--- src/rtl/uzorak_punjac_pkg.sv ---
// Shared constants and state encoding for the sonar sample feeder and the
// classifier neurons that consume the assembled feature vector.
package uzorak_punjac_pkg;

  localparam int N_ZNACAJKI = 60;
  localparam int SIRINA     = 16;
  localparam int UZORAK_W   = N_ZNACAJKI * SIRINA;
  localparam int INDEKS_W   = $clog2(N_ZNACAJKI);

  typedef enum logic [1:0] {
    PUNJENJE = 2'd0,
    CEKANJE  = 2'd1,
    IZLAZ    = 2'd2
  } stanje_t;

endpackage

--- src/rtl/uzorak_punjac.sv ---
// Assembles a serial stream of feature words into one sample vector, holds it
// for the classifier latency, then hands the captured class out over valid/ready.
module uzorak_punjac
  import uzorak_punjac_pkg::*;
#(
  parameter int LATENCIJA = 3
) (
  input  logic                clk,
  input  logic                rst_n,
  input  logic [SIRINA-1:0]   in_podatak,
  input  logic                in_valid,
  input  logic                in_zadnji,
  output logic                in_ready,
  output logic [UZORAK_W-1:0] uzorak,
  input  logic                ind_1,
  input  logic                ind_2,
  output logic                rez_valid,
  input  logic                rez_ready,
  output logic [1:0]          rez_klasa,
  output logic                greska,
  output logic [15:0]         broj_uzoraka
);

  // A zero-latency classifier still needs a one-bit counter that is always 0.
  localparam int CEK_W = (LATENCIJA > 0) ? $clog2(LATENCIJA + 1) : 1;
  localparam logic [CEK_W-1:0]    CEK_POC    = CEK_W'(LATENCIJA);
  localparam logic [INDEKS_W-1:0] ZADNJI_IDX = INDEKS_W'(N_ZNACAJKI - 1);

  stanje_t               r_stanje;
  logic [INDEKS_W-1:0]   r_indeks;
  logic [CEK_W-1:0]      r_cekanje;
  logic                  r_in_ready;
  logic                  r_rez_valid;
  logic [1:0]            r_rez_klasa;
  logic                  r_greska;
  logic [15:0]           r_broj;
  logic [UZORAK_W-1:0]   r_uzorak;

  stanje_t               w_stanje_next;
  logic [INDEKS_W-1:0]   w_indeks_next;
  logic [CEK_W-1:0]      w_cekanje_next;
  logic                  w_rez_valid_next;
  logic [1:0]            w_rez_klasa_next;
  logic                  w_greska_next;
  logic [15:0]           w_broj_next;
  logic                  w_upis;
  logic                  w_prihvat;

  assign w_prihvat = in_valid && r_in_ready;

  always_comb begin
    w_stanje_next    = r_stanje;
    w_indeks_next    = r_indeks;
    w_cekanje_next   = r_cekanje;
    w_rez_valid_next = r_rez_valid;
    w_rez_klasa_next = r_rez_klasa;
    w_greska_next    = 1'b0;
    w_broj_next      = r_broj;
    w_upis           = 1'b0;
    case (r_stanje)
      PUNJENJE: begin
        if (w_prihvat) begin
          if (r_indeks == ZADNJI_IDX) begin
            w_indeks_next = '0;
            if (in_zadnji) begin
              w_upis         = 1'b1;
              w_cekanje_next = CEK_POC;
              w_stanje_next  = CEKANJE;
            end else begin
              w_greska_next = 1'b1;
            end
          end else if (in_zadnji) begin
            // Short frame: drop it; stale words get overwritten by the next sample.
            w_indeks_next = '0;
            w_greska_next = 1'b1;
          end else begin
            w_upis        = 1'b1;
            w_indeks_next = r_indeks + INDEKS_W'(1);
          end
        end
      end
      CEKANJE: begin
        if (r_cekanje == '0) begin
          w_rez_klasa_next = {ind_2, ind_1};
          w_rez_valid_next = 1'b1;
          w_stanje_next    = IZLAZ;
        end else begin
          w_cekanje_next = r_cekanje - CEK_W'(1);
        end
      end
      IZLAZ: begin
        if (r_rez_valid && rez_ready) begin
          w_rez_valid_next = 1'b0;
          w_broj_next      = r_broj + 16'd1;
          w_stanje_next    = PUNJENJE;
        end
      end
      default: w_stanje_next = PUNJENJE;
    endcase
  end

  always_ff @(posedge clk or negedge rst_n) begin
    if (!rst_n) begin
      r_stanje    <= PUNJENJE;
      r_indeks    <= '0;
      r_cekanje   <= '0;
      r_in_ready  <= 1'b0;
      r_rez_valid <= 1'b0;
      r_rez_klasa <= 2'b00;
      r_greska    <= 1'b0;
      r_broj      <= 16'd0;
    end else begin
      r_stanje    <= w_stanje_next;
      r_indeks    <= w_indeks_next;
      r_cekanje   <= w_cekanje_next;
      // Registered so it stays low for the whole first cycle after reset.
      r_in_ready  <= (w_stanje_next == PUNJENJE);
      r_rez_valid <= w_rez_valid_next;
      r_rez_klasa <= w_rez_klasa_next;
      r_greska    <= w_greska_next;
      r_broj      <= w_broj_next;
    end
  end

  always_ff @(posedge clk or negedge rst_n) begin
    if (!rst_n) begin
      r_uzorak <= '0;
    end else begin
      for (int k = 0; k < N_ZNACAJKI; k++) begin
        if (w_upis && (r_indeks == INDEKS_W'(k))) begin
          r_uzorak[k*SIRINA +: SIRINA] <= in_podatak;
        end
      end
    end
  end

  assign in_ready     = r_in_ready;
  assign uzorak       = r_uzorak;
  assign rez_valid    = r_rez_valid;
  assign rez_klasa    = r_rez_klasa;
  assign greska       = r_greska;
  assign broj_uzoraka = r_broj;

endmodule
--- config.mk ---
export PLATFORM = sky130hd
export DESIGN_NAME = uzorak_punjac
export DESIGN_NICKNAME = d
export VERILOG_FILES = /design/src/rtl/uzorak_punjac_pkg.sv /design/src/rtl/uzorak_punjac.sv
export SDC_FILE = /design/constraint.sdc
export NUM_CORES = 1
export LEC_CHECK = 0
export CELL_PAD_IN_SITES_DETAIL_PLACEMENT = 1
export CELL_PAD_IN_SITES_GLOBAL_PLACEMENT = 1
export CORE_AREA = 2 2 392 394
export DETAILED_ROUTE_END_ITERATION = 6
export DIE_AREA = 0 0 394 396
export HOLD_SLACK_MARGIN = 0.06
export PLACE_DENSITY = 0.66
export RECOVER_POWER = 25
export SLEW_MARGIN = 10
export SYNTH_ARGS = -nofsm -noshare
export SYNTH_HDL_FRONTEND = slang
export SYNTH_SLANG_ARGS = --single-unit
--- constraint.sdc ---
create_clock -name clk -period 2.5 [get_ports clk]
set_clock_uncertainty 0.2 [all_clocks]
set_input_delay 0.375 -clock clk [delete_from_list [all_inputs] [get_ports clk]]
set_output_delay 0.375 -clock clk [all_outputs]
set_load 0.05 [all_outputs]
==> impl_metrics.toml, run 1 <==
[clock_network]
cts_htree_levels = 3
cts_max_path_buffers = 3
cts-root-buf = "clkbuf_16"
cts_tree = "yes"
cts.sinks = 991
clock_latency_ps = 720
cts_buffers = 111
clk_transition_reported_paths_ps = 60

[worst_setup_path]
reg2regPathDepth = 6
crit_path_max_incr_delay_ps = 640
regToRegSetupSlack_ps = 40
worstPathRequired_ps = 2910
worst_path_most_repeated_cell = "buf_12"
path_depth = 6
criticalPathCategory = "reg -> reg"
worst-path-buf-inv = 2
worst_r2r_endpoint = "uzorak[535]$_DFFE_PN0P_"
worstReg2RegStart = "r_stanje[0]$_DFF_PN0_"
crit_chain = "nand4bb_4 -> or4_4 -> nor2_4 -> buf_12 -> buf_12 -> mux2_2"
crit_path_end_kind = "register"
setup.worst_path.start_class = "register"
critical-path-slowest-cell = "or4_4"
crit_fanout = 7
cpLargestDelayFamily = "simple AND/OR/NAND/NOR gates"
critical_path_arrival_ps = 2870

[power]
cellLeakagePower_uw = 0.03109
total_power_uw = 33530
netSwitchingPower_uw = 7752
clockPowerShare_pct = 49.3
power.combinational.fraction_pct = 2.8
power_density_nw_per_um2 = 610.3
power.switching_fraction_pct = 23.12
power_frac_seq_pct = 47.9
p_int_uw = 25770
vdd_drop_max_mv = 0.4860

[global_route]
gr-total-overflow = 0
grt_use_met3_pct = 5.380
gr-usage-met2_pct = 32.88
grt_first_pass_wirelength_um = 213600
grt-busiest-layer = "met2"
grt_util_all_layers_pct = 19.17
grt_antenna_before_repair = 10
gr-usage-met1_pct = 22.97
grt_max_degree = 121
grt_pass1_vias = 26835

[final_layout]
finalNonFillerCells = 5582
drive_above_1_share_pct = 39.15
final.fill_count = 16032
area.growth.synth_to_final_pct = 44.39
finalCoreUtilization_pct = 36.25
multiInputGateArea_um2 = 12530
count_of_nets_after_finishing = 3481
post-route-cell-area_um2 = 54930
area.sequential_um2 = 24800

[floorplanning]
fp.dieH_um = 396
die_area_um2 = 156000
die_width_um = 394
rows = 143
initial_utilization_pct = 25.10
floorplan.io_pins = 1004
floorplan.core_area_um2 = 151500

[timing]
slew_headroom_pct = -5.255
unrepaired_setup_endpoints_after_global_routing = "yes"
min_period_ps = 2460
report.final.hold_viol_count = 0
worst_slew_pin_slew_ps = 1579
postLayoutSetupSlackWorst_ps = 40.27
final_max_slew_viol_count = 69
finalSetupViolCount = 0
period_share_pct = 98.39
clock.fmax_mhz = 406.5

[synth]
synth_enable_flop_cells = 0
synth_sequential_area_ratio_pct = 65.18
syn_inst = 2346
synth_cell_type_count = 51
netlist.top_cell.by_area = "dfrtp_1"
ys_async_sr_fraction_pct = 100.0
netlist_area_um2 = 38050
synth_seq_cells = 991
synth_nets = 2375
postSynthAreaPerCell_um2 = 16.22
yosysWarningCount = 0
synth_top_cells_by_area = "dfrtp_1 65%, mux2_2 28%, clkbuf_1 1.2%"
synth.most_common_cell = "dfrtp_1"
synth_top_cell_area_share_pct = 65.18
yosys-top-cells-count = "991 x dfrtp_1, 952 x mux2_2, 122 x clkbuf_1"
synth_ff_type = "dfrtp_1"

[route]
routedWlPerCell_um = 27.49
drcViolationCount = 0
detail_route.iter0.violations = 1072
route.antenna.remaining_nets = 0
viasPerCell = 4.486
postRouteWirelength_um = 153400
detailedRoute.firstPassIterationCount = 4
dr_total_vias = 25041

[job]
maxCapViolations = 1

[placement]
port-buffer-count = 1003
numPlacedInstances = 5351
routabilityCongestion = 0.7811
dpl.hpwl_um = 102300
place_area_um2 = 52150
dpl_worst_slack_ps = -465.6

[worst_hold_path]
number_of_instances_on_the_worst_hold_path = 3
worst_hold_startpoint = "in_podatak[6]"
min_to = "uzorak[6]$_DFFE_PN0P_"
hold_path_class = "in -> reg"

[status]
violations = "capacitance limit, slew limit"
outcome = "finished with violations"
state kept, by name (all words and copies together), names as in the netlist:
signal,flops
broj_uzoraka,16
greska,1
in_ready,1
r_cekanje,2
r_indeks,6
r_stanje,2
rez_klasa,2
rez_valid,1
uzorak,960
power by group through the flow:
stage	combinational, uW	clock [uW]	sequential [uW]
2_1_floorplan	173	0	16300
3_3_place_gp	1010	0	16300
3_5_place_dp	1020	0	16300
4_1_cts	1030	17100	16000
5_1_grt	1050	17700	16000
6_report	955	16500	16000
through the flow:
| step | TNS [ps] | hold slack [ps] |
|---|---|---|
| 2_1_floorplan | 0 | -120.6 |
| 3_3_place_gp | -297600 | 123.9 |
| 3_5_place_dp | -305840 | 124.1 |
| 4_1_cts | -378.5 | 85.92 |
| 5_1_grt | -1266 | 112.1 |
| 6_report | 0 | 125.7 |
worst max path at each step:
stage,to,start,slack [ps]
3_5_place_dp,uzorak[258]$_DFFE_PN0P_,in_valid,-470
5_1_grt,uzorak[530]$_DFFE_PN0P_,r_stanje[0]$_DFF_PN0_,-50
6_report,uzorak[535]$_DFFE_PN0P_,r_stanje[0]$_DFF_PN0_,40
3_3_place_gp,uzorak[168]$_DFFE_PN0P_,in_valid,-450
4_1_cts,uzorak[425]$_DFFE_PN0P_,r_stanje[1]$_DFF_PN0_,-30
2_1_floorplan,uzorak[853]$_DFFE_PN0P_,r_indeks[0]$_DFFE_PN0P_,10
routing by layer:
metal	up-vias	routed length (um)
met5	-	0
met1	13421	60280
met4	0	5314
met3	230	11960
li1	10493	-
met2	897	75870
worst min-delay path, stage by stage:
cell    delay [ps]
buf_4          120
buf_12         190
mux2_2         290
logic make-up after synthesis:
group | count (synthesis) | synth area share (%)
flip-flops | 991 | 65.18
multiplexers | 962 | 28.57
buffers and inverters | 195 | 2.319
AND/OR/NAND/NOR | 159 | 3.088
XOR/XNOR | 17 | 0.3913
AO/OA/AOI/OAI | 16 | 0.2499
adder cells (fa/ha/maj) | 6 | 0.1973
cell usage in the layout (no fill, tap or decap), drive strengths merged, types with 8 or more instances in the layout:
cell type	instances
buf	178
clkbuf	189
clkdlybuf4s50	25
clkinv	25
dfrtp	991
diode	9
dlygate4sd2	948
dlygate4sd3	8
inv	10
mux2	962
nand2	31
nand2b	9
nand3	26
nand4	18
nor2	14
nor3	21
nor4	13
xnor2	16
area by class of cell:
type	instances	area share (%)
sequential	991	45.15
multi-input combinational	1160	22.81
inverter	6	0.04100
tap	2030	4.624
clock buffer	168	5.961
clock inverter	36	0.8017
antenna	9	0.04100
timing repair buffer	1182	20.57
repair_timing:
action	in CTS	in global routing
endpoints found under the setup margin	1094	539
setup buffers	3	4
hold endpoints to repair	1057	0
gates resized for setup	963	25
pin swaps	2	6
hold buffers	8	0
gates cloned	1	4
Power figures use the tool's default switching activity.
==> run 2, diff against run 1 <==
--- a/config.mk
+++ b/config.mk
@@ -5,13 +5,14 @@
 export SDC_FILE = /design/constraint.sdc
 export NUM_CORES = 1
 export LEC_CHECK = 0
+export ABC_AREA = 1
 export CELL_PAD_IN_SITES_DETAIL_PLACEMENT = 1
 export CELL_PAD_IN_SITES_GLOBAL_PLACEMENT = 1
-export CORE_AREA = 2 2 392 394
+export CORE_AREA = 2 2 391 393
 export DETAILED_ROUTE_END_ITERATION = 6
-export DIE_AREA = 0 0 394 396
+export DIE_AREA = 0 0 393 395
 export HOLD_SLACK_MARGIN = 0.06
-export PLACE_DENSITY = 0.66
+export PLACE_DENSITY = 0.71
 export RECOVER_POWER = 25
 export SLEW_MARGIN = 10
 export SYNTH_ARGS = -nofsm -noshare
==> impl_metrics.toml, run 2 <==
[power]
power_density_nw_per_um2 = 762.1
total_power_uw = 42950
cellLeakagePower_uw = 0.03302
vdd_drop_max_mv = 0.5793

[placement]
port-buffer-count = 1003
place_area_um2 = 53700
dpl.hpwl_um = 133000
numPlacedInstances = 7339
routabilityCongestion = 0.8575

[worst_setup_path]
crit_chain = "clkdlybuf4s50_1"
cpLargestDelayFamily = "buffers and inverters"
critical_path_arrival_ps = 1850
crit_path_max_incr_delay_ps = 810
worst_r2r_endpoint = "uzorak[628]$_DFFE_PN0P_"
crit_fanout = 2
path_depth = 1
critical-path-slowest-cell = "clkdlybuf4s50_1"
regToRegSetupSlack_ps = 130
crit_path_end_kind = "primary output"
timing_endpoint_of_the_critical_path = "uzorak[709]"
criticalPathCategory = "reg -> out"
setup.worst_path.start_class = "register"
worst-path-buf-inv = 1
worstReg2RegStart = "r_indeks[2]$_DFFE_PN0P_"
critical_path_launch_point = "uzorak[709]$_DFFE_PN0P_"
reg2regPathDepth = 6
worstPathRequired_ps = 1920

[job]
maxCapViolations = 0

[route]
postRouteWirelength_um = 190200
drcViolationCount = 0
viasPerCell = 4.839
dr_total_vias = 36662
route.antenna.remaining_nets = 0
routedWlPerCell_um = 25.10
detailedRoute.firstPassIterationCount = 5
detail_route.iter0.violations = 2467

[synth]
postSynthAreaPerCell_um2 = 9.055
synth_seq_cells = 991
netlist.top_cell.by_area = "dfrtp_1"
yosysWarningCount = 0
netlist_area_um2 = 39090
synth.most_common_cell = "nand2_1"
synth_cell_type_count = 28
synth_top_cells_by_area = "dfrtp_1 63%, nand2_1 18%, nand3_1 9.7%"
syn_inst = 4317
synth_top_cell_area_share_pct = 63.44
synth_ff_type = "dfrtp_1"
ys_async_sr_fraction_pct = 100.0
synth_enable_flop_cells = 0
synth_sequential_area_ratio_pct = 63.44
synth_nets = 4346
yosys-top-cells-count = "1824 x nand2_1, 991 x dfrtp_1, 757 x nand3_1"

[clock_network]
cts_tree = "yes"
clk_transition_reported_paths_ps = 60
cts.sinks = 991
clock_latency_ps = 740
cts-root-buf = "clkbuf_16"
cts_max_path_buffers = 3
cts_htree_levels = 3
cts_buffers = 109

[timing]
slew_headroom_pct = 20.86
period_share_pct = 97.14
worst_slew_pin_slew_ps = 1187
clock.fmax_mhz = 411.8
final_max_slew_viol_count = 0
min_period_ps = 2428
finalSetupViolCount = 0
report.final.hold_viol_count = 0
setup_tns_ps = 0

[worst_hold_path]
hold_path_class = "in -> reg"

[floorplanning]
die_area_um2 = 155200
fp.dieH_um = 395
floorplan.core_area_um2 = 151200
floorplan.io_pins = 1004
die_width_um = 393
initial_utilization_pct = 25.86
rows = 143

[final_layout]
layout_commonest_cell = "nand2_1"
post-route-cell-area_um2 = 56360
final_cell_mix = "1816 x nand2_1, 991 x dfrtp_1, 939 x dlygate4sd2_1"
count_of_nets_after_finishing = 5480
final.fill_count = 17711
finalNonFillerCells = 7577
area.growth.synth_to_final_pct = 44.17
drive_above_1_share_pct = 10.59
flip_flop_count_of_the_largest_register_all_copies_and_words_added = 960

[global_route]
gr-total-overflow = 0
grt-busiest-layer = "met2"
grt_use_met3_pct = 5.539
gr-usage-met1_pct = 29.81
grt_first_pass_wirelength_um = 271400
grt_pass1_vias = 37918
grt_util_all_layers_pct = 23.88
grt_max_degree = 71
grt_antenna_before_repair = 9
gr-usage-met2_pct = 39.59

[status]
outcome = "finished clean"
==> run 2: changes by cell type in the layout (fill, tap and decap cells not counted), moves of 44 or more <==
cell / before / now
mux2_2: 946 / 2
inv_1: 5 / 49
o21ai_0: 6 / 197
nand3_1: 20 / 756
buf_4: 82 / 230
nand2_1: 29 / 1816
==> run 2: cells by family after synthesis <==
family / synth area share, %
and+or+nand+nor: 29.29
DFF: 63.44
buffers and inverters: 4.190
AOI/OAI and AO/OA: 2.653
xor gates and xnor gates: 0.1792
adders and majority gates: 0.1920
muxes: 0.05761
==> run 2: worst min path at each step <==
stage | startpoint | endpoint | slack (ps) | cells after the start
after floorplan | rst_n | broj_uzoraka[0]$_DFFE_PN0P_ | -120 | 0
after global placement | rst_n | uzorak[613]$_DFFE_PN0P_ | 210 | 1
after detailed placement | rst_n | uzorak[613]$_DFFE_PN0P_ | 220 | 1
after CTS | rst_n | uzorak[411]$_DFFE_PN0P_ | 60 | 2
after global routing | rez_ready | r_stanje[1]$_DFF_PN0_ | 250 | 4
final | rez_ready | r_stanje[1]$_DFF_PN0_ | 240 | 4
==> run 2: metrics by stage <==
| stage | hold slack, ps | util [%] | setup WS (ps) |
|---|---|---|---|
| final | 239.0 | 37.28 | 71.60 |
| after detailed placement | 215.6 | 35.52 | -434.1 |
| after CTS | 60.89 | 37.33 | -95.78 |
| after global placement | 208.2 | 35.52 | -336.4 |
| after global routing | 248.5 | 37.27 | -7.923 |
| after floorplan | -120.6 | - | 279.8 |
==> run 2: layout make-up <==
class,count,area (um2),share of cell area [%]
inverters,55,206.4,0.3663
multi-input cells,2946,12800,22.71
well taps,2030,2540,4.507
flip-flops and latches,991,24800,44.00
repair buffers,1348,12380,21.96
diodes,6,15.01,0.02664
clock inverters,29,366.6,0.6505
clock buffers,172,3254,5.774
==> run 2: per-layer routing <==
metal  up-vias  wire length [um]
li1      16126                 -
met1     18839             77190
met2      1358             91430
met3       335             13140
met4         4              8368
met5         -                27
==> run 2: timing repair <==
| item | 4_1_cts | 5_1_grt |
|---|---|---|
| pin swaps | 1 | 1 |
| hold buffers | 20 | 0 |
| endpoints found under the hold margin | 799 | 0 |
| setup buffers | 4 | 6 |
| resized for setup | 947 | 35 |
| setup endpoints to repair | 1261 | 288 |
| cloned | 0 | 1 |
==> run 2: worst reg2reg max path: cells and delay by family (launching register included) <==
family / cells / cell delay, ps
DFF: 1 / 590
and+or+nand+nor: 5 / 1210
buffers and inverters: 1 / 280
==> run 2: report_power, final <==
| part | internal (uW) | switching (uW) | total [uW] |
|---|---|---|---|
| clock network | 9360 | 6960 | 16300 |
| registers | 17200 | 727 | 17900 |
| logic | 1910 | 6830 | 8730 |
| total | 28400 | 14500 | 43000 |
==> run 3, diff against run 2 <==
--- a/config.mk
+++ b/config.mk
@@ -8,11 +8,11 @@
 export ABC_AREA = 1
 export CELL_PAD_IN_SITES_DETAIL_PLACEMENT = 1
 export CELL_PAD_IN_SITES_GLOBAL_PLACEMENT = 1
-export CORE_AREA = 2 2 391 393
+export CORE_AREA = 2 2 393 395
 export DETAILED_ROUTE_END_ITERATION = 6
-export DIE_AREA = 0 0 393 395
+export DIE_AREA = 0 0 395 397
 export HOLD_SLACK_MARGIN = 0.06
-export PLACE_DENSITY = 0.71
+export PLACE_DENSITY = 0.69
 export RECOVER_POWER = 25
 export SLEW_MARGIN = 10
 export SYNTH_ARGS = -nofsm -noshare
==> constraint.sdc (replaced) <==
create_clock -name clk -period 3.07 [get_ports clk]
set_clock_uncertainty 0.2 [all_clocks]
set_input_delay 0.4605 -clock clk [delete_from_list [all_inputs] [get_ports clk]]
set_output_delay 0.4605 -clock clk [all_outputs]
set_load 0.05 [all_outputs]
==> impl_metrics.toml, run 3 (synthesis gave the netlist of run 2 again) <==
[final_layout]
final.fill_count = 17529
flip_flop_count_of_the_largest_register_all_copies_and_words_added = 960
area.growth.synth_to_final_pct = 43.62
final_cell_mix = "1824 x nand2_1, 991 x dfrtp_1, 985 x clkdlybuf4s50_1"
count_of_nets_after_finishing = 5372
layout_commonest_cell = "nand2_1"
post-route-cell-area_um2 = 56140
drive_above_1_share_pct = 8.812

[worst_setup_path]
reg2regPathDepth = 6
worstReg2RegStart = "r_indeks[2]$_DFFE_PN0P_"
worst-path-buf-inv = 4
worst_r2r_endpoint = "uzorak[288]$_DFFE_PN0P_"
timing_endpoint_of_the_critical_path = "uzorak[549]$_DFFE_PN0P_"
worst_path_most_repeated_cell = "dlygate4sd3_1"
critical-path-slowest-cell = "clkbuf_2"
crit_chain = "dlygate4sd3_1 -> dlygate4sd3_1 -> clkbuf_2 -> dlygate4sd3_1"
crit_fanout = 33
worstPathRequired_ps = 3740
critical_path_launch_point = "rst_n"
setup.worst_path.start_class = "input pin"
cpLargestDelayFamily = "buffers and inverters"
path_depth = 4
crit_path_end_kind = "asynchronous set/reset pin"
critical_path_arrival_ps = 3630
crit_path_max_incr_delay_ps = 1120
criticalPathCategory = "in -> async"
regToRegSetupSlack_ps = 140

[route]
maxUsedRoutingLayer = "met4"
met1_length_um = 77810
wl_met3_um = 13560
drcViolationCount = 0
postRouteWirelength_um = 191400
route.antenna.remaining_nets = 0
dr_total_vias = 36294
routedWlPerCell_um = 25.58
viasPerCell = 4.850
detail_route.iter0.violations = 2447
met2RoutedLength_um = 89180
detailedRoute.firstPassIterationCount = 5

[clock_network]
clk_transition_reported_paths_ps = 60
cts_max_path_buffers = 3
cts_htree_levels = 3
cts_tree = "yes"
cts.sinks = 991
clock_latency_ps = 720
cts-root-buf = "clkbuf_16"
cts_buffers = 112

[timing]
worst_slew_pin_slew_ps = 1623
report.final.hold_viol_count = 0
slew_headroom_pct = -8.218
period_share_pct = 96.27
postLayoutSetupSlackWorst_ps = 114.5
finalSetupViolCount = 0
min_period_ps = 2955
final_max_slew_viol_count = 30
clock.fmax_mhz = 338.4
unrepaired_setup_endpoints_after_global_routing = "yes"

[global_route]
grt_first_pass_wirelength_um = 274100
grt_util_all_layers_pct = 23.84
grt_max_degree = 102
grt_pass1_vias = 37806
grt_antenna_before_repair = 6
gr-total-overflow = 0

[power]
total_power_uw = 36090
cellLeakagePower_uw = 0.02782
power_density_nw_per_um2 = 642.9
vdd_drop_max_mv = 0.5370

[floorplanning]
floorplan.core_area_um2 = 153000
fp.dieH_um = 397
die_area_um2 = 156800
initial_utilization_pct = 25.56
rows = 144
die_width_um = 395
floorplan.io_pins = 1004

[placement]
port-buffer-count = 1003
routabilityCongestion = 0.8322
place_area_um2 = 52380
dpl.hpwl_um = 131100
dpl_worst_slack_ps = 70.69

[status]
violations = "capacitance limit, slew limit"
outcome = "finished with violations"

[job]
maxCapViolations = 1

[worst_hold_path]
hold_path_class = "in -> reg"
[run 3: cell types whose count changed in the layout (fill, tap and decap cells not counted), moves of 4 or more]
cell,change
clkdlybuf4s50_1,+966
dlygate4sd2_1,-939
buf_4,-67
buf_12,-47
clkbuf_1,-25
clkbuf_2,+13
nand2_4,-9
dlygate4sd3_1,-8
nand2_1,+8
clkinv_2,+7
dlymetal6s2s_1,-7
nor2_4,-6
nor2_2,+4
[run 3: what timing repair did]
item                                   4_1_cts  5_1_grt
hold buffers                                12        0
endpoints found under the hold margin      439        0
setup buffers                                0        0
setup endpoints to repair                    0       36
resized for setup                            0        0
[run 3: final cells by class]
cell class              count  area, um2  area share, %
diodes                      3      7.507        0.01337
clock buffers             165       3303          5.884
clock inverters            42      505.5         0.9004
inverters                  55      206.4         0.3677
multi-input cells        2946      12680          22.58
flip-flops and latches    991      24800          44.17
well taps                2044       2557          4.555
repair buffers           1237      12090          21.53
[run 3: worst min-delay path: stages]
cell	delay, ps
buf_4	130
buf_12	220
nand3_1	140
nand2_1	50
[run 3: worst min path at each step]
stage | from | endpoint | slack [ps] | cells after the start
floorplan | rst_n | broj_uzoraka[0]$_DFFE_PN0P_ | -40 | 0
global placement | rst_n | uzorak[534]$_DFFE_PN0P_ | 250 | 1
detailed placement | rst_n | uzorak[543]$_DFFE_PN0P_ | 250 | 1
CTS | ind_1 | rez_klasa[0]$_DFFE_PN0P_ | 70 | 2
global route | ind_1 | rez_klasa[0]$_DFFE_PN0P_ | 110 | 2
finish | in_podatak[2] | uzorak[818]$_DFFE_PN0P_ | 150 | 4
[run 3: metal layers]
metal | track usage, % | vias to the layer above
met2 | 38.39 | 1421
met3 | 5.550 | 399
met1 | 29.78 | 18540
met4 | 12.48 | 0
li1 | - | 15934
met5 | 0 | -
[run 3: report_power, final]
group	switching, uW	internal (uW)
Clock	5870	8060
Sequential	571	14000
Combinational	5550	2060
[run 3: metrics by stage]
stage / cells / util, % / setup TNS, ps / hold slack [ps]
after global routing: 7482 / 36.70 / -1296 / 112.9
after floorplan: 4317 / - / 0 / -35.09
after detailed placement: 7261 / 34.24 / 0 / 245.4
after global placement: 7261 / 34.24 / 0 / 249.0
final: 7483 / 36.70 / 0 / 146.0
after CTS: 7480 / 36.81 / 0 / 66.53
